<file path="src/rtl/wb_uart_tx_if.sv">
// wb_uart_tx_if
// Purpose : Wishbone-style single-byte write channel feeding the UART
//           transmitter.
// Signals : i_wb_cyc   - bus cycle, high whenever i_wb_stb is high
//           i_wb_stb   - strobe, one byte write request
//           i_wb_data  - byte to transmit
//           o_wb_ack   - one-cycle acknowledge, the cycle after acceptance
//           o_wb_stall - write not accepted this cycle
// Modports: master drives cyc/stb/data, slave (the UART) drives ack/stall.
interface wb_uart_tx_if;
  logic       i_wb_cyc;
  logic       i_wb_stb;
  logic [7:0] i_wb_data;
  logic       o_wb_ack;
  logic       o_wb_stall;

  modport master (
    output i_wb_cyc,
    output i_wb_stb,
    output i_wb_data,
    input  o_wb_ack,
    input  o_wb_stall
  );

  modport slave (
    input  i_wb_cyc,
    input  i_wb_stb,
    input  i_wb_data,
    output o_wb_ack,
    output o_wb_stall
  );
endinterface

</file>
<file path="src/rtl/wb_uart_tx.sv">
// wb_uart_tx
// Purpose : 8N1 UART transmitter with a 2^FIFO_AW byte transmit FIFO,
//           loaded one byte per accepted write over a Wishbone-style
//           channel. Bits are LSB first, BAUD_DIV_RATE clocks per bit.
// Ports   : i_clk      - clock
//           i_reset_n  - synchronous, active-low reset
//           wb         - write channel (slave modport of wb_uart_tx_if)
//           uart_tx    - registered serial line, idle high
//           uart_busy  - frame in progress or FIFO non-empty
//           uart_full  - FIFO cannot accept a write this cycle
module wb_uart_tx #(
  parameter int                  BAUD_DIV_WIDTH = 12,
  parameter logic [BAUD_DIV_WIDTH-1:0] BAUD_DIV_RATE  = 12'd2604,
  parameter int                  FIFO_AW        = 4
) (
  input  logic          i_clk,
  input  logic          i_reset_n,
  wb_uart_tx_if.slave   wb,
  output logic          uart_tx,
  output logic          uart_busy,
  output logic          uart_full
);

  localparam int                        LP_DEPTH     = 2 ** FIFO_AW;
  localparam logic [FIFO_AW:0]          LP_CNT_FULL  = LP_DEPTH[FIFO_AW:0];
  localparam logic [FIFO_AW:0]          LP_CNT_ONE   = {{FIFO_AW{1'b0}}, 1'b1};
  localparam logic [BAUD_DIV_WIDTH-1:0] LP_BAUD_LAST = BAUD_DIV_RATE - BAUD_DIV_WIDTH'(1);
  localparam logic [BAUD_DIV_WIDTH-1:0] LP_BAUD_ONE  = BAUD_DIV_WIDTH'(1);

  typedef enum logic [2:0] {
    S_IDLE  = 3'd0,
    S_LOAD  = 3'd1,
    S_START = 3'd2,
    S_DATA  = 3'd3,
    S_STOP  = 3'd4
  } state_t;

  state_t                    r_state;
  state_t                    w_stateNext;
  logic [7:0]                r_fifo [LP_DEPTH];
  logic [FIFO_AW-1:0]        r_wrPtr;
  logic [FIFO_AW-1:0]        r_rdPtr;
  logic [FIFO_AW:0]          r_count;
  logic [BAUD_DIV_WIDTH-1:0] r_baud;
  logic [BAUD_DIV_WIDTH-1:0] w_baudNext;
  logic [2:0]                r_bitIdx;
  logic [2:0]                w_bitIdxNext;
  logic [7:0]                r_shift;
  logic [7:0]                w_shiftNext;
  logic                      r_tx;
  logic                      w_txNext;
  logic                      r_ack;
  logic                      w_empty;
  logic                      w_full;
  logic                      w_push;
  logic                      w_pop;
  logic                      w_bitEnd;

  assign w_empty  = (r_count == '0);
  assign w_pop    = (r_state == S_LOAD);
  // The LOAD pop frees a slot in the same cycle, so a write arriving while
  // the FIFO holds 2^FIFO_AW bytes is still taken during LOAD.
  assign w_full   = (r_count == LP_CNT_FULL) && !w_pop;
  assign w_push   = wb.i_wb_cyc && wb.i_wb_stb && !w_full;
  assign w_bitEnd = (r_baud == LP_BAUD_LAST);

  assign wb.o_wb_stall = w_full;
  assign wb.o_wb_ack   = r_ack;
  assign uart_full     = w_full;
  assign uart_tx       = r_tx;
  assign uart_busy     = !((r_state == S_IDLE) && w_empty);

  // FIFO storage needs no reset; validity is tracked by the count.
  always_ff @(posedge i_clk) begin
    if (i_reset_n && w_push) begin
      r_fifo[r_wrPtr] <= wb.i_wb_data;
    end
  end

  always_ff @(posedge i_clk) begin
    if (!i_reset_n) begin
      r_wrPtr <= '0;
      r_rdPtr <= '0;
      r_count <= '0;
      r_ack   <= 1'b0;
    end else begin
      r_ack <= w_push;
      if (w_push) r_wrPtr <= r_wrPtr + 1'b1;
      if (w_pop)  r_rdPtr <= r_rdPtr + 1'b1;
      case ({w_push, w_pop})
        2'b10:   r_count <= r_count + LP_CNT_ONE;
        2'b01:   r_count <= r_count - LP_CNT_ONE;
        default: r_count <= r_count;
      endcase
    end
  end

  always_ff @(posedge i_clk) begin
    if (!i_reset_n) begin
      r_state  <= S_IDLE;
      r_baud   <= '0;
      r_bitIdx <= '0;
      r_shift  <= '0;
      r_tx     <= 1'b1;
    end else begin
      r_state  <= w_stateNext;
      r_baud   <= w_baudNext;
      r_bitIdx <= w_bitIdxNext;
      r_shift  <= w_shiftNext;
      r_tx     <= w_txNext;
    end
  end

  // The line level is derived from the next state and next shift value so
  // that the registered uart_tx changes exactly on the state/bit boundary.
  always_comb begin
    w_stateNext  = r_state;
    w_baudNext   = r_baud + LP_BAUD_ONE;
    w_bitIdxNext = r_bitIdx;
    w_shiftNext  = r_shift;
    w_txNext     = 1'b1;
    case (r_state)
      S_IDLE: begin
        w_baudNext = '0;
        if (!w_empty) w_stateNext = S_LOAD;
      end
      S_LOAD: begin
        w_baudNext   = '0;
        w_shiftNext  = r_fifo[r_rdPtr];
        w_bitIdxNext = '0;
        w_stateNext  = S_START;
      end
      S_START: begin
        if (w_bitEnd) begin
          w_baudNext  = '0;
          w_stateNext = S_DATA;
        end
      end
      S_DATA: begin
        if (w_bitEnd) begin
          w_baudNext   = '0;
          w_shiftNext  = {1'b0, r_shift[7:1]};
          w_bitIdxNext = r_bitIdx + 3'd1;
          if (r_bitIdx == 3'd7) w_stateNext = S_STOP;
        end
      end
      S_STOP: begin
        if (w_bitEnd) begin
          w_baudNext  = '0;
          w_stateNext = w_empty ? S_IDLE : S_LOAD;
        end
      end
      default: begin
        w_baudNext  = '0;
        w_stateNext = S_IDLE;
      end
    endcase

    case (w_stateNext)
      S_START: w_txNext = 1'b0;
      S_DATA:  w_txNext = w_shiftNext[0];
      default: w_txNext = 1'b1;
    endcase
  end

endmodule
</file>
<file path="src/flat_wrapper.sv">
// flat-port wrapper written by rule: the top's interface ports become plain ports
module wb_uart_tx_flat 
#(
  parameter int                  BAUD_DIV_WIDTH = 12,
  parameter logic [BAUD_DIV_WIDTH-1:0] BAUD_DIV_RATE  = 12'd2604,
  parameter int                  FIFO_AW        = 4
)
  (i_clk, i_reset_n, uart_tx, uart_busy, uart_full, wb_i_wb_cyc, wb_i_wb_stb, wb_i_wb_data, wb_o_wb_ack, wb_o_wb_stall);
  wb_uart_tx_if wb_i ();
  input  logic i_clk;
  input  logic i_reset_n;
  output logic uart_tx;
  output logic uart_busy;
  output logic uart_full;
  input wire logic [$bits(wb_i.i_wb_cyc)-1:0] wb_i_wb_cyc;
  input wire logic [$bits(wb_i.i_wb_stb)-1:0] wb_i_wb_stb;
  input wire logic [$bits(wb_i.i_wb_data)-1:0] wb_i_wb_data;
  output wire logic [$bits(wb_i.o_wb_ack)-1:0] wb_o_wb_ack;
  output wire logic [$bits(wb_i.o_wb_stall)-1:0] wb_o_wb_stall;
  assign wb_i.i_wb_cyc = wb_i_wb_cyc;
  assign wb_i.i_wb_stb = wb_i_wb_stb;
  assign wb_i.i_wb_data = wb_i_wb_data;
  assign wb_o_wb_ack = wb_i.o_wb_ack;
  assign wb_o_wb_stall = wb_i.o_wb_stall;
  wb_uart_tx #(.BAUD_DIV_WIDTH(BAUD_DIV_WIDTH), .BAUD_DIV_RATE(BAUD_DIV_RATE), .FIFO_AW(FIFO_AW)) u_core (.i_clk(i_clk), .i_reset_n(i_reset_n), .wb(wb_i), .uart_tx(uart_tx), .uart_busy(uart_busy), .uart_full(uart_full));
endmodule
</file>
<file path="config.mk">
export PLATFORM = sky130hd
export DESIGN_NAME = wb_uart_tx_flat
export DESIGN_NICKNAME = d
export VERILOG_FILES = /design/src/rtl/wb_uart_tx_if.sv /design/src/rtl/wb_uart_tx.sv /design/src/flat_wrapper.sv
export SDC_FILE = /design/constraint.sdc
export NUM_CORES = 1
export LEC_CHECK = 0
export ABC_AREA = 1
export CAP_MARGIN = 5
export CORE_MARGIN = 2
export CORE_UTILIZATION = 30
export DETAILED_ROUTE_END_ITERATION = 10
export MAX_ROUTING_LAYER = met4
export PLACE_DENSITY = 0.47
export SYNTH_ARGS = -nofsm -noshare
export SYNTH_HDL_FRONTEND = slang
export SYNTH_SLANG_ARGS = --single-unit
</file>
<file path="constraint.sdc">
create_clock -name i_clk -period 4.1 [get_ports i_clk]
set_clock_uncertainty 0.2 [all_clocks]
set_input_delay 0.41 -clock i_clk [delete_from_list [all_inputs] [get_ports i_clk]]
set_output_delay 0.41 -clock i_clk [all_outputs]
set_load 0.01 [all_outputs]
</file>
==> Word level (Yosys, flattened, before mapping) <==
Memory sizes are Yosys's and may differ from the RTL's. A register that Yosys moved wholly into a read port is not among the register bits.
Index checks and enable logic that the tools add are counted.
{ "classes": {"n_bitwise": 2, "reduce_logical": 15, "muxes": 17, "addsub": 6, "eq_ne": 12} }
{ "op_table": {"columns": ["cell", "n"], "rows": [
  ["3-bit 2-to-1 mux", 6],
  ["8-bit case mux with 2 select lines", 1],
  ["3-bit case mux with 5 select lines", 1],
  ["12-bit by 1-bit adder with 12-bit output, second input constant", 1],
  ["12-bit equality test, second input constant", 1],
  ["3-bit by 2-bit equality test with 1-bit output, second input constant", 4],
  ["5-bit case mux with 2 select lines", 1],
  ["4-bit by 1-bit adder with 4-bit output, second input constant", 2],
  ["4-bit 2-to-1 mux", 2],
  ["8-bit 2-to-1 mux", 1],
  ["3-bit equality test, second input constant", 2],
  ["3-bit case mux with 2 select lines", 1],
  ["3-bit OR reduction", 2],
  ["5-bit by 1-bit adder with 5-bit output, second input constant", 1],
  ["5-bit equality test, second input constant", 1],
  ["1-bit logical AND", 5],
  ["5-bit logical NOT", 1],
  ["5-bit by 1-bit subtractor with 5-bit output, second input constant", 1],
  ["2-bit nonzero test", 2],
  ["3-bit by 1-bit adder with 3-bit output, second input constant", 1],
  ["3-bit by 1-bit equality test with 1-bit output, second input constant", 1],
  ["1-bit logical NOT", 3],
  ["3-bit logical NOT", 1],
  ["1-bit 2-to-1 mux", 3],
  ["6 further kinds", 7]
]} }
{ "totals": {"memories": 1, "input_bits": 12, "regBits": 41, "ramBits": 128} }
{ "memory_table": {"columns": ["name", "words", "word_bits", "rd", "rd_clocked_by_memory_dff", "write_ports", "line", "text"], "rows": [
  ["u_core.r_fifo", 16, 8, 1, 1, 1, "wb_uart_tx.sv:40", "logic [7:0] r_fifo [LP_DEPTH];"]
]} }

==> Logic depth before layout (Yosys ltp) <==
Gate-level depths: netlist of the first run.
{ "depth": {"ltp_word": 8, "depth_mapped": 13, "ltp_nobuf": 13} }

==> Worst setup path after synthesis of the first run <==
Ideal clock, no wire load.
{ "synth_timing": {"kind": "reg2reg", "start": "register u_core.r_state[2]", "end": "register u_core.r_count[4]", "t_required_ns": 3.785, "stages_incl_launch_ff": 13, "period_less_slack_ns": 2.121, "setup_ns": 0.115, "setup_slack_ns": 1.979, "n_path_buf": 0, "arrival_ns": 1.806, "path_cell_list": "dfxtp_1 nor2_4 nand2_4 nor2_1 ha_1 inv_1 o21bai_1 a31oi_1 inv_1 nand2_1 nand3_1 nand2_1 nor2_1"} }
{ "synth_via": {"elab_chain_len": 7, "word_cells_on_any_way": 9, "classes_between": "3 x eq/ne; 1 x mux; 5 x reduce/logical"} }
{ "synth_lines": {"columns": ["item", "line", "text"], "rows": [
  ["start, declared", "wb_uart_tx.sv:38", "state_t r_state;"],
  ["start signal, assigned", "wb_uart_tx.sv:106", "r_state <= w_stateNext;"],
  ["3-bit by 1-bit equality test with 1-bit output (*)", "wb_uart_tx.sv:60", "assign w_pop = (r_state == S_LOAD);"],
  ["1-bit logical NOT", "wb_uart_tx.sv:63", "assign w_full = (r_count == LP_CNT_FULL) && !w_pop;"],
  ["1-bit logical AND", "wb_uart_tx.sv:63", null],
  ["1-bit logical NOT", "wb_uart_tx.sv:64", "assign w_push = wb.i_wb_cyc && wb.i_wb_stb && !w_full;"],
  ["1-bit logical AND", "wb_uart_tx.sv:64", null],
  ["2-bit by 1-bit equality test with 1-bit output / 2-bit equality test (equally long branches)", "wb_uart_tx.sv:90", "case ({w_push, w_pop})"],
  ["5-bit case mux with 2 select lines / 2-bit nonzero test (equally long branches)", null, null],
  ["end signal, assigned", "wb_uart_tx.sv:91", "2'b10: r_count <= r_count + LP_CNT_ONE;"],
  ["end signal, assigned", "wb_uart_tx.sv:92", "2'b01: r_count <= r_count - LP_CNT_ONE;"],
  ["end signal, assigned", "wb_uart_tx.sv:93", "default: r_count <= r_count;"],
  ["end, declared", "wb_uart_tx.sv:43", "logic [FIFO_AW:0] r_count;"]
]} }
Mark *: on every way between the ends. The rest lies on a longest branch, timed or not.
A chain may end at the register's enable or synchronous reset.

==> Worst setup path in the final report of the first run <==
{ "layout_timing": {"start": "register u_core.r_count[0]", "end": "output port uart_full"} }
{ "layout_via": {"elab_chain_len": 2} }
{ "layout_lines": {"columns": ["item", "line", "text"], "rows": [
  ["5-bit equality test", "wb_uart_tx.sv:63", null],
  ["1-bit logical AND", "wb_uart_tx.sv:63", null],
  ["end, declared", "flat_wrapper.sv:14", "output logic uart_full;"]
]} }
No other way between the ends.

==> metrics.cfg, run 1 <==
[global_route]
grt_util_met2_pct=22.9
pin_count_of_the_biggest_net_entering_global_routing=79
grt.overflow.total=0
grt_pass1_wl_um=29400
grt.busiest_layer=met2
first_global_vias=5187
grt.met3_usage_pct=2.53
grt.total_usage_pct=14.2
gr-usage-met1_pct=18.1
number_of_antenna_violations_at_the_first_check_in_global_routing=0

[sta]
achievable-frequency_mhz=393
setup-tns-final_ps=0
finalHoldWorstSlack_ps=254
worst_slack_ps=1560
number_of_setup_violations_in_the_final_report=0
finalHoldViolCount=0
drv_slew=0
final_critical_delay_including_setup_and_external_delays_ps=2540
max-slew-margin-rel_pct=29.2
share_of_the_clock_period_used_by_the_worst_path_pct=62.0
rsz_0062_raised_after_global_routing=no
worst-slew-pin-transition_ps=1060

[placement]
routabilityCongestion=0.798
dp_hpwl_um=11500
io_buffer_count=16
post-place-ws_ps=1130

[cells_and_area]
final_cell_mix=nand2_1, inv_1, edfxtp_1
nets=856
register_area_um2=4750
multi_input_area_um2=2450
proportion_of_layout_cells_with_a_drive_suffix_above_1_pct=9.35
area_growth_syn_to_layout_pct=12.5
filler_cell_count=2682
diodes=0
commonest_non_fill_non_tap_cell_in_the_layout=nand2_1

[clocking]
cts_tree=done
number_of_h_tree_levels=4
postCtsResizedCells=0
cts_buffer_depth=2
cts_root_buf=clkbuf_16
clock_sinks=173
insertion_delay_ps=430
path_clk_slew_ps=60
hold_buffers=0
post-cts-setup-buffer-count=0
cts_buffers=17

[setup_path]
regToRegStartpoint=u_core.r_state[2]$_SDFF_PN0_
worstRegToRegCells=7
worstPathRequired_ps=3490
timing.critical_path.to_type=output port
cp-endpoint=uart_full
worst_ep_arrival_time_ps=1930
startpoint=u_core.r_count[0]$_SDFFE_PN0P_
regToRegEndpoint=u_core.r_fifo[6][6]$_DFFE_PP_
worstSetupPathType=flop to output port
cp-start-kind=flop
reg2reg_setup_slack_ps=1680
critPathMaxFanout=5

[power_and_ir_drop]
power.share.clock_pct=35.0
combPwrFrac_pct=20.6
net-switching-power_uw=1370
ir_drop_uv=301
cellInternalPower_uw=3160
sequential_fraction_of_design_power_pct=44.4
power.density_nw_per_um2=508
leakage_uw=0.00360
switching_share_pct=30.2

[hold_path]
min-delay-path-class=flop to flop

[route]
drt-total-wl_um=18000
dr.pass1.iters=6
detail_route.drc_violations=0
antenna_violating_nets_post_route=0
via_per_inst=4.41
drt_iter0_drc=384
vias=5198
wl_per_cell_um=15.3

[flow_run]
cap_violations=0

[logic_synthesis]
synth_warnings=0
netlist_instances=824
number_of_enable_flip_flop_cells_after_synthesis=128
synth.lib_cells_used.distinct=45
synth_nets=848
netlist_top_cells_area=edfxtp_1, dfxtp_1, nand2_1
synth_largest_area_cell=edfxtp_1
synth.avg_cell_area_um2=9.60
number_of_synthesized_register_bits=173
async_flop_share_pct=0
synth_ff_type=edfxtp_1
synth.yosys.seq_area_share_pct=60.0
synthesis.area_um2=7910
synth_top_cell_area_share_pct=48.6

[floorplan]
num_io_pins=17
die-area_um2=27700
die_x_um=166
start_util_pct=30.4
die_h_um=166
core_um2=26000
fp-row-count=59

[run_status]
status=finished clean

## worst min path at each step
stage | startpoint | end | slack (ps) | depth (start not counted)
CTS | u_core.r_baud[0]$_SDFF_PP0_ | u_core.r_baud[0]$_SDFF_PP0_ | 250 | 1
floorplan | u_core.r_baud[0]$_SDFF_PP0_ | u_core.r_baud[0]$_SDFF_PP0_ | 210 | 1
finish | u_core.r_baud[0]$_SDFF_PP0_ | u_core.r_baud[0]$_SDFF_PP0_ | 250 | 1
global placement | u_core.r_baud[0]$_SDFF_PP0_ | u_core.r_baud[0]$_SDFF_PP0_ | 230 | 1
global route | u_core.r_baud[0]$_SDFF_PP0_ | u_core.r_baud[0]$_SDFF_PP0_ | 270 | 1
detailed placement | u_core.r_baud[0]$_SDFF_PP0_ | u_core.r_baud[0]$_SDFF_PP0_ | 240 | 1
## logic make-up (layout without fill, tap and decap cells)
logic type	after synthesis	after routing	share of synthesized area [%]
adders and majority gates	12	12	1.99
buffers and inverters	169	190	9.01
xor gates and xnor gates	6	6	0.664
AOI/OAI and AO/OA	53	53	4.11
DFF	173	173	60.0
and+or+nand+nor	411	411	24.2
## critical path: stages, from the launching register on
cell and delay (ps):
dfxtp_1 380, nor2_1 190, nand3_1 90, inv_1 120, nand3_4 100, inv_1 90, clkdlybuf4s50_1 530
## Yosys cell counts (3+ instances only)
library cell,instances
nand2_1,206
inv_1,129
edfxtp_1,128
nand3_1,103
dfxtp_1,45
nor2_1,44
a21oi_1,21
buf_2,20
ha_1,11
nand4_1,10
o21ai_0,10
or2_1,9
nand2_4,7
inv_2,6
nor3_1,6
nor3_2,6
buf_4,5
a21oi_2,4
a31oi_1,4
buf_6,4
nor2_2,4
o21ai_2,4
xor2_1,4
o21a_1,3
or2_0,3
## metal layers
metal | share of wire (%) | routed length [um]
met5 | 0 | 0
met4 | 2.1 | 376
met3 | 2.9 | 519
met2 | 48 | 8670
met1 | 47 | 8480
## power by group through the flow
| stage | clock network [uW] | registers, uW | logic (uW) |
|---|---|---|---|
| 6_report | 1590 | 2010 | 931 |
| 5_1_grt | 1700 | 2020 | 1070 |
| 4_1_cts | 1620 | 2010 | 948 |
| 3_5_place_dp | 0 | 2050 | 945 |
| 3_3_place_gp | 0 | 2050 | 951 |
| 2_1_floorplan | 0 | 2040 | 719 |
## layout make-up
class | instances | area share [%]
tap | 335 | 4.71
clock inverter | 13 | 1.56
sequential | 173 | 53.3
timing repair buffer | 20 | 2.14
inverter | 138 | 5.87
clock buffer | 19 | 4.86
multi-input combinational | 482 | 27.6
## flip-flops by register name, indices dropped and copies added, names as in the netlist, named ones only
| name | flops |
|---|---|
| u_core.r_state | 3 |
| u_core.r_rdPtr | 4 |
| u_core.r_count | 5 |
| u_core.r_baud | 12 |
| u_core.r_shift | 8 |
| u_core.r_wrPtr | 4 |
| u_core.r_bitIdx | 3 |
| u_core.uart_tx | 1 |
| u_core.wb.o_wb_ack | 1 |
| u_core.r_fifo | 128 |
## stage by stage
step                power, uW  cells  utilization (%)  instance area (um^2)
floorplan                2750    824                -                  7910
global placement         3000   1148             32.1                  8330
detailed placement       2990   1148             32.1                  8330
CTS                      4580   1180             34.3                  8900
global route             4790   1180             34.3                  8900
finish                   4530   1180             34.3                  8900
No activity file was read; power rests on OpenSTA's default activity.
==> run 2, diff against run 1 <==
Clock period 4.1 ns to 2.5 ns, I/O delays scaled along.
==> run 2 against run 1 <==
Net effect:
- hold slack worse by 7.4 ps
- first-iteration DRC count decreased by 20%
- wire length shrank 1.0%
- final cell count up 2.8%
- clock-buffer cell count up 3
- largest power group unchanged
- core utilization grew 1.2 points
- combinational power rose by 72%
- register-to-register slack worse by 1300 ps
==> metrics.cfg, run 2 (synthesized netlist as in run 1, its figures left out) <==
[setup_path]
regToRegEndpoint=u_core.r_count[4]$_SDFFE_PN0P_  ; was u_core.r_fifo[6][6]$_DFFE_PP_
worstSetupPathType=flop to output port  ; unchanged
critPathMaxFanout=5  ; unchanged
worst_ep_arrival_time_ps=1900  ; was 1930 ps
timing.critical_path.to_type=output port  ; unchanged
reg2reg_setup_slack_ps=370  ; was 1680 ps
cp-start-kind=flop  ; unchanged
regToRegStartpoint=u_core.r_state[2]$_SDFF_PN0_  ; unchanged
worstPathRequired_ps=2050  ; was 3490 ps
startpoint=u_core.r_state[2]$_SDFF_PN0_  ; was u_core.r_count[0]$_SDFFE_PN0P_
worstRegToRegCells=10  ; was 7

[cells_and_area]
largest_register=u_core.r_fifo  ; unchanged
final_core_util_pct=35.4  ; was 34.3%
diodes=0  ; unchanged
commonest_non_fill_non_tap_cell_in_the_layout=nand2_1  ; unchanged
nets=889  ; was 856
largestRegisters=u_core.r_fifo x128, u_core.r_baud x12, u_core.r_shift x8  ; unchanged
area_growth_syn_to_layout_pct=16.4  ; was 12.5%
fin_cells=1213  ; was 1180
proportion_of_layout_cells_with_a_drive_suffix_above_1_pct=12.5  ; was 9.35%
final_cell_mix=nand2_1, inv_1, edfxtp_1  ; unchanged
largest_register_ff_count=128  ; unchanged

[clocking]
clock_sinks=173  ; unchanged
cts_buffers=17  ; unchanged
hold_buffers=0  ; unchanged
post-cts-setup-buffer-count=0  ; unchanged
cts_tree=done  ; unchanged
cts_buffer_depth=2  ; unchanged
cts_root_buf=clkbuf_16  ; unchanged
path_clk_slew_ps=70  ; was 60 ps
insertion_delay_ps=430  ; about the same
number_of_h_tree_levels=4  ; unchanged
postCtsResizedCells=0  ; unchanged

[route]
antenna_violating_nets_post_route=0  ; unchanged
vias=5311  ; was 5198
drt_iter0_drc=309  ; was 384
drt-total-wl_um=17900  ; was 18000 um
detail_route.drc_violations=0  ; unchanged
wl_per_cell_um=14.7  ; was 15.3 um
via_per_inst=4.38  ; was 4.41
dr.pass1.iters=4  ; was 6

[global_route]
grt_pass1_wl_um=28700  ; was 29400 um
pin_count_of_the_biggest_net_entering_global_routing=55  ; was 79
number_of_antenna_violations_at_the_first_check_in_global_routing=0  ; unchanged
grt.total_usage_pct=13.9  ; was 14.2%
grt.overflow.total=0  ; unchanged
first_global_vias=5255  ; was 5187

[floorplan]
die_h_um=166  ; unchanged
fp-row-count=59  ; unchanged
core_um2=26000  ; unchanged
die-area_um2=27700  ; unchanged
num_io_pins=17  ; unchanged
die_x_um=166  ; unchanged
start_util_pct=30.4  ; unchanged

[hold_path]
min_delay_worst_endpoint=u_core.r_baud[0]$_SDFF_PP0_  ; unchanged
hold_depth=1  ; unchanged
timing.hold.worst.start=u_core.r_baud[0]$_SDFF_PP0_  ; unchanged
min-delay-path-class=flop to flop  ; unchanged

[power_and_ir_drop]
power.share.clock_pct=36.0  ; was 35.0%
cellInternalPower_uw=5440  ; was 3160 uW
ir_drop_uv=446  ; was 301 uV
sequential_fraction_of_design_power_pct=43.1  ; was 44.4%
totalPowerFinal_uw=7660  ; was 4530 uW
net-switching-power_uw=2220  ; was 1370 uW
power.density_nw_per_um2=832  ; was 508 nW/um^2
switching_share_pct=29.0  ; was 30.2%
leakage_uw=0.00379  ; was 0.00360 uW
combPwrFrac_pct=20.9  ; was 20.6%

[run_status]
status=finished clean  ; unchanged

[placement]
routabilityCongestion=0.784  ; was 0.798
io_buffer_count=16  ; unchanged
placed_cells_incl_taps=1181  ; was 1148
dp_hpwl_um=11900  ; was 11500 um
post-place-ws_ps=203  ; was 1130 ps

[sta]
rsz_0062_raised_after_global_routing=no  ; unchanged
worst_slack_ps=151  ; was 1560 ps
achievable-frequency_mhz=426
finalHoldViolCount=0  ; unchanged
share_of_the_clock_period_used_by_the_worst_path_pct=94.0
final_critical_delay_including_setup_and_external_delays_ps=2350
worst-slew-pin-transition_ps=666  ; was 1060 ps
max-slew-margin-rel_pct=55.4  ; was 29.2%
number_of_setup_violations_in_the_final_report=0  ; unchanged
drv_slew=0  ; unchanged
setup-tns-final_ps=0  ; unchanged

[flow_run]
cap_violations=0  ; unchanged

[run 2: per-layer routing]
layer | share of wire (%) | track usage [%]
met5 | 0 | -
met4 | 1.4 | 4.27
met3 | 2.7 | 2.55
met2 | 49 | 23.0
met1 | 47 | 17.3
[run 2: final cells by class]
| class | count | area, um^2 |
|---|---|---|
| well taps | 335 | 419 |
| fillers | 2676 | 16800 |
| repair buffers | 53 | 450 |
| inverters | 138 | 523 |
| multi-input cells | 482 | 2460 |
| clock buffers | 22 | 444 |
| clock inverters | 10 | 166 |
| flip-flops and latches | 173 | 4750 |
[run 2: per-stage QoR]
step	hold WS (ps)	instance area (um^2)
final	246	9210
after global routing	287	9210
after CTS	253	9200
after detailed placement	237	8590
after global placement	225	8590
after floorplan	149	7910
[run 2: worst max-delay path by stage]
stage	end	cells past startpoint
floorplan	u_core.r_count[4]$_SDFFE_PN0P_	12
global placement	u_core.r_count[4]$_SDFFE_PN0P_	12
detailed placement	u_core.r_count[4]$_SDFFE_PN0P_	10
CTS	uart_full	6
global route	uart_full	6
finish	uart_full	6
[run 2: power by group through the flow]
stage          sequential, uW  clock (uW)  combinational (uW)
2_1_floorplan            3340           0                1180
3_3_place_gp             3360           0                1620
3_5_place_dp             3360           0                1620
4_1_cts                  3300        2820                1630
5_1_grt                  3320        2920                1820
6_report                 3300        2760                1600
[run 2: worst max-delay path, cell delays in order (launching register included)]
cell             delay (ps)
dfxtp_1                 430
nor2_4                  100
nand2_4                  70
buf_4                   150
nand3_4                 100
inv_1                    90
clkdlybuf4s50_1         530
